## src/rtl/trace_capture_ctrl.sv

```systemverilog
// trace_capture_ctrl
//   Trigger-driven capture controller for the debug trace buffer. Round-robin
//   arbitrates Tile_num trace sources onto one circular-buffer write port.
//   Runs an arm / trigger / post-trigger sequence, then reads the captured
//   window back oldest entry first.
//
// Ports
//   clk, reset             single clock, synchronous active-high reset
//   tile_din/tile_valid    per-tile trace words (tile i at [i*Fpay +: Fpay])
//   tile_ack               one-hot grant, combinational; word consumed same cycle
//   arm, trig, post_cnt    capture control (post_cnt latched on arm)
//   buf_wr_en/addr, buf_din    registered buffer write port
//   buf_rd_en/addr             registered buffer read port (data 1 cycle later)
//   rd_req, rd_valid, rd_last  readout handshake / qualifiers
//   state                  IDLE=0 ARMED=1 POST=2 DONE=3
//   trace_cnt              number of valid entries (meaningful in DONE)
//
// Build option
//   TRACE_SRCID_EN: the top clog2(Tile_num) bits of buf_din carry the
//   granted tile index instead of tile data.
module trace_capture_ctrl #(
  parameter int Fpay     = 32,
  parameter int Tile_num = 4,
  parameter int TB_AW    = 9
) (
  input  logic                     clk,
  input  logic                     reset,
  input  logic [Tile_num*Fpay-1:0] tile_din,
  input  logic [Tile_num-1:0]      tile_valid,
  output logic [Tile_num-1:0]      tile_ack,
  input  logic                     arm,
  input  logic                     trig,
  input  logic [TB_AW-1:0]         post_cnt,
  output logic                     buf_wr_en,
  output logic [TB_AW-1:0]         buf_wr_addr,
  output logic [Fpay-1:0]          buf_din,
  output logic                     buf_rd_en,
  output logic [TB_AW-1:0]         buf_rd_addr,
  input  logic                     rd_req,
  output logic                     rd_valid,
  output logic                     rd_last,
  output logic [1:0]               state,
  output logic [TB_AW:0]           trace_cnt
);

  localparam int SW = $clog2(Tile_num);
  localparam logic [TB_AW:0]   DEPTH = {1'b1, {TB_AW{1'b0}}};
  localparam logic [TB_AW-1:0] AMAX  = '1;

  typedef enum logic [1:0] {IDLE = 2'd0, ARMED = 2'd1, POST = 2'd2, DONE = 2'd3} st_e;

  st_e              st;
  logic [SW-1:0]    rr_ptr;
  logic [TB_AW-1:0] wr_ptr, rd_ptr, post_lat, post_rem;
  logic             wrapped;
  logic [TB_AW:0]   rd_cnt;
  logic             last_iss;

  assign state = st;

  // Round-robin: scan from rr_ptr upward; iterate downward so the
  // lowest offset from rr_ptr is the last (winning) assignment.
  logic [SW-1:0]   gnt_idx, k;
  logic            gnt_any, capturing, grant;
  logic [Fpay-1:0] gnt_word;

  always_comb begin
    gnt_any = 1'b0;
    gnt_idx = '0;
    k       = '0;
    for (int i = Tile_num-1; i >= 0; i--) begin
      k = SW'((int'(rr_ptr) + i) % Tile_num);
      if (tile_valid[k]) begin
        gnt_any = 1'b1;
        gnt_idx = k;
      end
    end
  end

  assign capturing = (st == ARMED) || (st == POST);
  assign grant     = capturing && gnt_any;
  assign tile_ack  = grant ? (Tile_num'(1) << gnt_idx) : '0;

  always_comb begin
    gnt_word = tile_din[int'(gnt_idx)*Fpay +: Fpay];
`ifdef TRACE_SRCID_EN
    gnt_word[Fpay-1 -: SW] = gnt_idx;
`endif
  end

  always_ff @(posedge clk) begin
    if (reset) begin
      st          <= IDLE;
      rr_ptr      <= '0;
      wr_ptr      <= '0;
      rd_ptr      <= '0;
      wrapped     <= 1'b0;
      post_lat    <= '0;
      post_rem    <= '0;
      rd_cnt      <= '0;
      last_iss    <= 1'b0;
      buf_wr_en   <= 1'b0;
      buf_wr_addr <= '0;
      buf_din     <= '0;
      buf_rd_en   <= 1'b0;
      buf_rd_addr <= '0;
      rd_valid    <= 1'b0;
      rd_last     <= 1'b0;
      trace_cnt   <= '0;
    end else begin
      buf_wr_en <= 1'b0;
      buf_rd_en <= 1'b0;
      last_iss  <= 1'b0;
      // read data returns one cycle after the read strobe
      rd_valid  <= buf_rd_en;
      rd_last   <= last_iss;

      if (grant) begin
        buf_wr_en   <= 1'b1;
        buf_wr_addr <= wr_ptr;
        buf_din     <= gnt_word;
        wr_ptr      <= wr_ptr + 1'b1;
        rr_ptr      <= (int'(gnt_idx) == Tile_num-1) ? '0 : gnt_idx + 1'b1;
        if (wr_ptr == AMAX) wrapped <= 1'b1;
        // once wrapped, the oldest entry is the one after the newest write
        if (wrapped || wr_ptr == AMAX) rd_ptr <= wr_ptr + 1'b1;
        // saturating entry count equals wrapped ? DEPTH : wr_ptr
        if (trace_cnt != DEPTH) trace_cnt <= trace_cnt + 1'b1;
      end

      if ((st == IDLE || st == DONE) && arm) begin
        st        <= ARMED;
        wr_ptr    <= '0;
        rd_ptr    <= '0;
        wrapped   <= 1'b0;
        rd_cnt    <= '0;
        trace_cnt <= '0;
        post_lat  <= post_cnt;
      end else begin
        case (st)
          ARMED: if (trig) begin
            if (post_lat == '0) st <= DONE;
            else begin
              st       <= POST;
              post_rem <= post_lat;
            end
          end
          POST: if (grant) begin
            post_rem <= post_rem - 1'b1;
            if (post_rem == TB_AW'(1)) st <= DONE;
          end
          DONE: if (rd_req && rd_cnt != trace_cnt) begin
            buf_rd_en   <= 1'b1;
            buf_rd_addr <= rd_ptr;
            rd_ptr      <= rd_ptr + 1'b1;
            rd_cnt      <= rd_cnt + 1'b1;
            if (rd_cnt + 1'b1 == trace_cnt) begin
              last_iss <= 1'b1;
              st       <= IDLE;
            end
          end
          default: ;
        endcase
      end
    end
  end

endmodule

```

## config.mk

```make
export PLATFORM = sky130hd
export DESIGN_NAME = trace_capture_ctrl
export DESIGN_NICKNAME = d
export VERILOG_FILES = /design/src/rtl/trace_capture_ctrl.sv
export SDC_FILE = /design/constraint.sdc
export NUM_CORES = 1
export LEC_CHECK = 0
export CAP_MARGIN = 20
export CORE_MARGIN = 2
export CORE_UTILIZATION = 30
export CTS_CLUSTER_DIAMETER = 80
export DETAILED_ROUTE_END_ITERATION = 8
export HOLD_SLACK_MARGIN = 0.15
export PLACE_DENSITY = 0.6
export SLEW_MARGIN = 5
export SYNTH_ARGS = -nofsm -noshare
export SYNTH_HDL_FRONTEND = slang
export SYNTH_SLANG_ARGS = --single-unit
```

## constraint.sdc

```tcl
create_clock -name clk -period 3.99 [get_ports clk]
set_input_delay 0.798 -clock clk [delete_from_list [all_inputs] [get_ports clk]]
set_output_delay 0.798 -clock clk [all_outputs]
set_load 0.01 [all_outputs]
```

==> impl_metrics.env <==
export IMPL_flip_flop_count_of_the_largest_register_all_copies_and_words_added=32
export IMPL_worst_clock_skew_ns=0.0105
export IMPL_maxCapViolations=0
export IMPL_gp_congestion=0.795
export IMPL_biggestRegsByFlops="buf_din: 32 flops, rd_cnt: 10 flops, trace_cnt: 10 flops"
export IMPL_htreeDepth=4
export IMPL_critical_path_max_fanout=5
export IMPL_mappedNetlistNets=935
export IMPL_cell_internal_pwr_uw=3340
export IMPL_worst_endpoint_required_ns=3.19
export IMPL_yosys_cell_types_count=63
export IMPL_power_share_clock_pct=30.8
export IMPL_viasPerCell=4.94
export IMPL_path_common_cell="sky130_fd_sc_hd__clkdlybuf4s50_1"
export IMPL_insertion_delay_ns=0.42
export IMPL_drive_above_1_share_pct=8.96
export IMPL_final_nets=1133
export IMPL_areaGrowthSynthToFinish_pct=46.5
export IMPL_postSynthRegisterBits=116
export IMPL_timing_hold_ws_ns=0.450
export IMPL_synth_async_reset_ratio_pct=0
export IMPL_dieWidth_um=152
export IMPL_hpwlAfterDp_um=14600
export IMPL_post_cts_resize_count=0
export IMPL_synth_edf_count=0
export IMPL_vdd_ir_drop_max_mv=0.256
export IMPL_power_density_nw_per_um2=534
export IMPL_cp_end_kind="output pin"
export IMPL_fillers=2163
export IMPL_globalRoute_totalOverflow=0
export IMPL_post_drt_wl_per_cell_um=15.9
export IMPL_port_buffers=215
export IMPL_seq_power_share_pct=29.0
export IMPL_start_kind="input pin"
export IMPL_holdBufCountCts=0
export IMPL_tritoncts="done"
export IMPL_global_route_wire_length_before_repair_um=32200
export IMPL_ctsRootBufferMaster="sky130_fd_sc_hd__clkbuf_16"
export IMPL_syn_area_per_cell_um2=8.51
export IMPL_dieArea_um2=23100
export IMPL_cell_area_after_layout_um2=9620
export IMPL_cellLeakagePower_uw=0.00374
export IMPL_cts_repair_timing_setup_buffer_count=0
export IMPL_grt_max_degree=77
export IMPL_timing_final_setup_violations=0
export IMPL_vertical_extent_of_the_die_um=152
export IMPL_cell_area_after_synthesis_um2=6570
export IMPL_netlist_instances=771
export IMPL_sw_frac_of_total_pct=34.9
export IMPL_clkTransAtPathRegs_ns=0.05
export IMPL_run_status="completed"
export IMPL_path_type_of_the_worst_min_delay_path="reg -> reg"
export IMPL_route_final_wire_length_um=20100
export IMPL_synth_sequential_area_ratio_pct=35.4
export IMPL_detailed_place_area_um2=9000
export IMPL_finalSetupTns_ns=0
export IMPL_timing_hold_violations_final=0
export IMPL_dr_iter_0_viols=289
export IMPL_cts_made_buffers=17
export IMPL_final_max_slew_violation_count=0
export IMPL_grt_setup_unrepaired="false"
export IMPL_timing_critical_path_slowest_cell_delay_ns=0.51
export IMPL_ios=216
export IMPL_vias=6231
export IMPL_critPathArrivalTime_ns=2.93
export IMPL_crit_chain="clkdlybuf4s50_1, nor2b_1, a21oi_1, o22ai_1, a21oi_4, inv_1, ha_1, and2_1, clkdlybuf4s50_1"
export IMPL_registers_top_by_ff_count="buf_din"
export IMPL_drt_pass1_iterations=4
export IMPL_core_area_um2=21600
export IMPL_fp_row_count=54
export IMPL_ys_warnings_count=0
export IMPL_slowest_stage="sky130_fd_sc_hd__clkdlybuf4s50_1"
export IMPL_period_minus_slack_ns=3.73
export IMPL_antenna_left=0
export IMPL_path_delay_family="buffers and inverters"
export IMPL_antenna_cells=0
export IMPL_main_synth_ff_type="sky130_fd_sc_hd__dfxtp_1"
export IMPL_max_buffers_root_to_sink=2
export IMPL_slew_limit_headroom_pct=38.9
export IMPL_fin_crit_sh_pct=93.4
export IMPL_comb_power_share_pct=40.2
export IMPL_worst_setup_path_type="in -> out"
export IMPL_p_sw_uw=1790
export IMPL_detail_route_drc_violations=0
export IMPL_start_util_pct=30.4
export IMPL_grt_antenna_before_repair=0
export IMPL_worst_pin_slew_ns=0.915
export IMPL_tritoncts_num_sinks=116
export IMPL_track_usage_pct=17.2
export IMPL_timing_fmax_mhz=268
export IMPL_finish_utilization_pct=44.5
export IMPL_grt_pass1_vias=6116
export IMPL_cp_buffers_inverters=3
[synth_stat cells, types with 10 or more instances]
| library cell | instances | share of area, % |
|---|---|---|
| sky130_fd_sc_hd__a21oi_1 | 63 | 4.8 |
| sky130_fd_sc_hd__and3_1 | 10 | 0.95 |
| sky130_fd_sc_hd__buf_2 | 10 | 0.76 |
| sky130_fd_sc_hd__clkbuf_1 | 32 | 1.8 |
| sky130_fd_sc_hd__dfxtp_1 | 116 | 35 |
| sky130_fd_sc_hd__ha_1 | 18 | 3.4 |
| sky130_fd_sc_hd__inv_1 | 17 | 0.97 |
| sky130_fd_sc_hd__mux2_2 | 32 | 5.5 |
| sky130_fd_sc_hd__mux2i_1 | 66 | 10 |
| sky130_fd_sc_hd__nand2_1 | 92 | 5.3 |
| sky130_fd_sc_hd__nand3_1 | 16 | 1.2 |
| sky130_fd_sc_hd__nand3b_1 | 33 | 3.8 |
| sky130_fd_sc_hd__nand4_1 | 13 | 1.2 |
| sky130_fd_sc_hd__nor2_1 | 51 | 2.9 |
| sky130_fd_sc_hd__nor3_1 | 11 | 0.84 |
| sky130_fd_sc_hd__o21ai_1 | 44 | 3.4 |
| sky130_fd_sc_hd__or3_1 | 12 | 1.1 |
| sky130_fd_sc_hd__xnor2_1 | 18 | 2.4 |
| sky130_fd_sc_hd__xor2_1 | 21 | 2.8 |
[routing by layer]
metal / global-route usage (%) / share of wire (%) / routed length, um / vias to the layer above
met5: 0 / 0 / 0 / -
met4: 6.14 / 2.0 / 395 / 0
met3: 5.05 / 6.3 / 1270 / 21
met2: 28.4 / 47 / 9430 / 171
met1: 21.3 / 45 / 9020 / 2881
li1: - / - / - / 3158
[cell families after synthesis]
family          count (synthesis)  share of synthesized area (%)
compound gates                157                           14.3
xor+xnor                       39                           5.20
fa+ha+maj                      18                           3.43
buf+inv                        66                           4.19
flops                         116                           35.4
mux                            99                           15.7
simple gates                  276                           21.8
[final cells by class]
type / count / area (um^2) / area share (%)
Multi-Input combinational cell: 589 / 4010 / 41.7
Sequential cell: 116 / 2320 / 24.2
Timing Repair Buffer: 228 / 2260 / 23.5
Clock buffer: 20 / 457 / 4.75
Tap cell: 280 / 350 / 3.64
Clock inverter: 12 / 154 / 1.60
Inverter: 17 / 63.8 / 0.664
[power groups by stage]
stage	Sequential, uW	Clock, uW	Combinational [uW]
6_report	1490	1580	2060
5_1_grt	1520	1670	2250
4_1_cts	1490	1620	2100
3_5_place_dp	1510	0	2080
3_3_place_gp	1510	0	2080
2_1_floorplan	1550	0	1160
[stage by stage]
step	setup WS [ns]	cells	power, uW
6_report	0.264	1262	5140
3_3_place_gp	0.313	1230	3590
5_1_grt	0.124	1262	5430
4_1_cts	0.277	1262	5210
3_5_place_dp	0.291	1230	3590
2_1_floorplan	0.836	771	2710
[placed cells by master (no fill, tap or decap), types with 16 or more instances in the layout]
| cell | Yosys | layout |
|---|---|---|
| sky130_fd_sc_hd__xnor2_1 | 18 | 18 |
| sky130_fd_sc_hd__nand3b_1 | 33 | 33 |
| sky130_fd_sc_hd__nor2_1 | 51 | 51 |
| sky130_fd_sc_hd__clkbuf_16 | 0 | 17 |
| sky130_fd_sc_hd__clkdlybuf4s50_1 | 0 | 214 |
| sky130_fd_sc_hd__nand3_1 | 16 | 16 |
| sky130_fd_sc_hd__nand2_1 | 92 | 92 |
| sky130_fd_sc_hd__a21oi_1 | 63 | 62 |
| sky130_fd_sc_hd__o21ai_1 | 44 | 44 |
| sky130_fd_sc_hd__ha_1 | 18 | 18 |
| sky130_fd_sc_hd__mux2_2 | 32 | 32 |
| sky130_fd_sc_hd__dfxtp_1 | 116 | 116 |
| sky130_fd_sc_hd__xor2_1 | 21 | 21 |
| sky130_fd_sc_hd__mux2i_1 | 66 | 66 |
| sky130_fd_sc_hd__inv_1 | 17 | 17 |
[final timing paths]
| kind | startpoint | to | slack, ns | cells after the start |
|---|---|---|---|---|
| worst max register to register | state[1] | state[1] | 1.07 | 9 |
| worst min-delay path | buf_rd_addr[8] | buf_rd_addr[8] | 0.45 | 2 |
| worst min register to register | buf_rd_addr[8] | buf_rd_addr[8] | 0.45 | 2 |
| worst max-delay path | tile_valid[0] | tile_ack[0] | 0.26 | 9 |
[worst min-delay path, cell delays in order (launching register included)]
cell,delay (ns)
sky130_fd_sc_hd__dfxtp_1,0.30
sky130_fd_sc_hd__nand2_1,0.05
sky130_fd_sc_hd__a21oi_1,0.05
(Power assumes the default switching activity.)
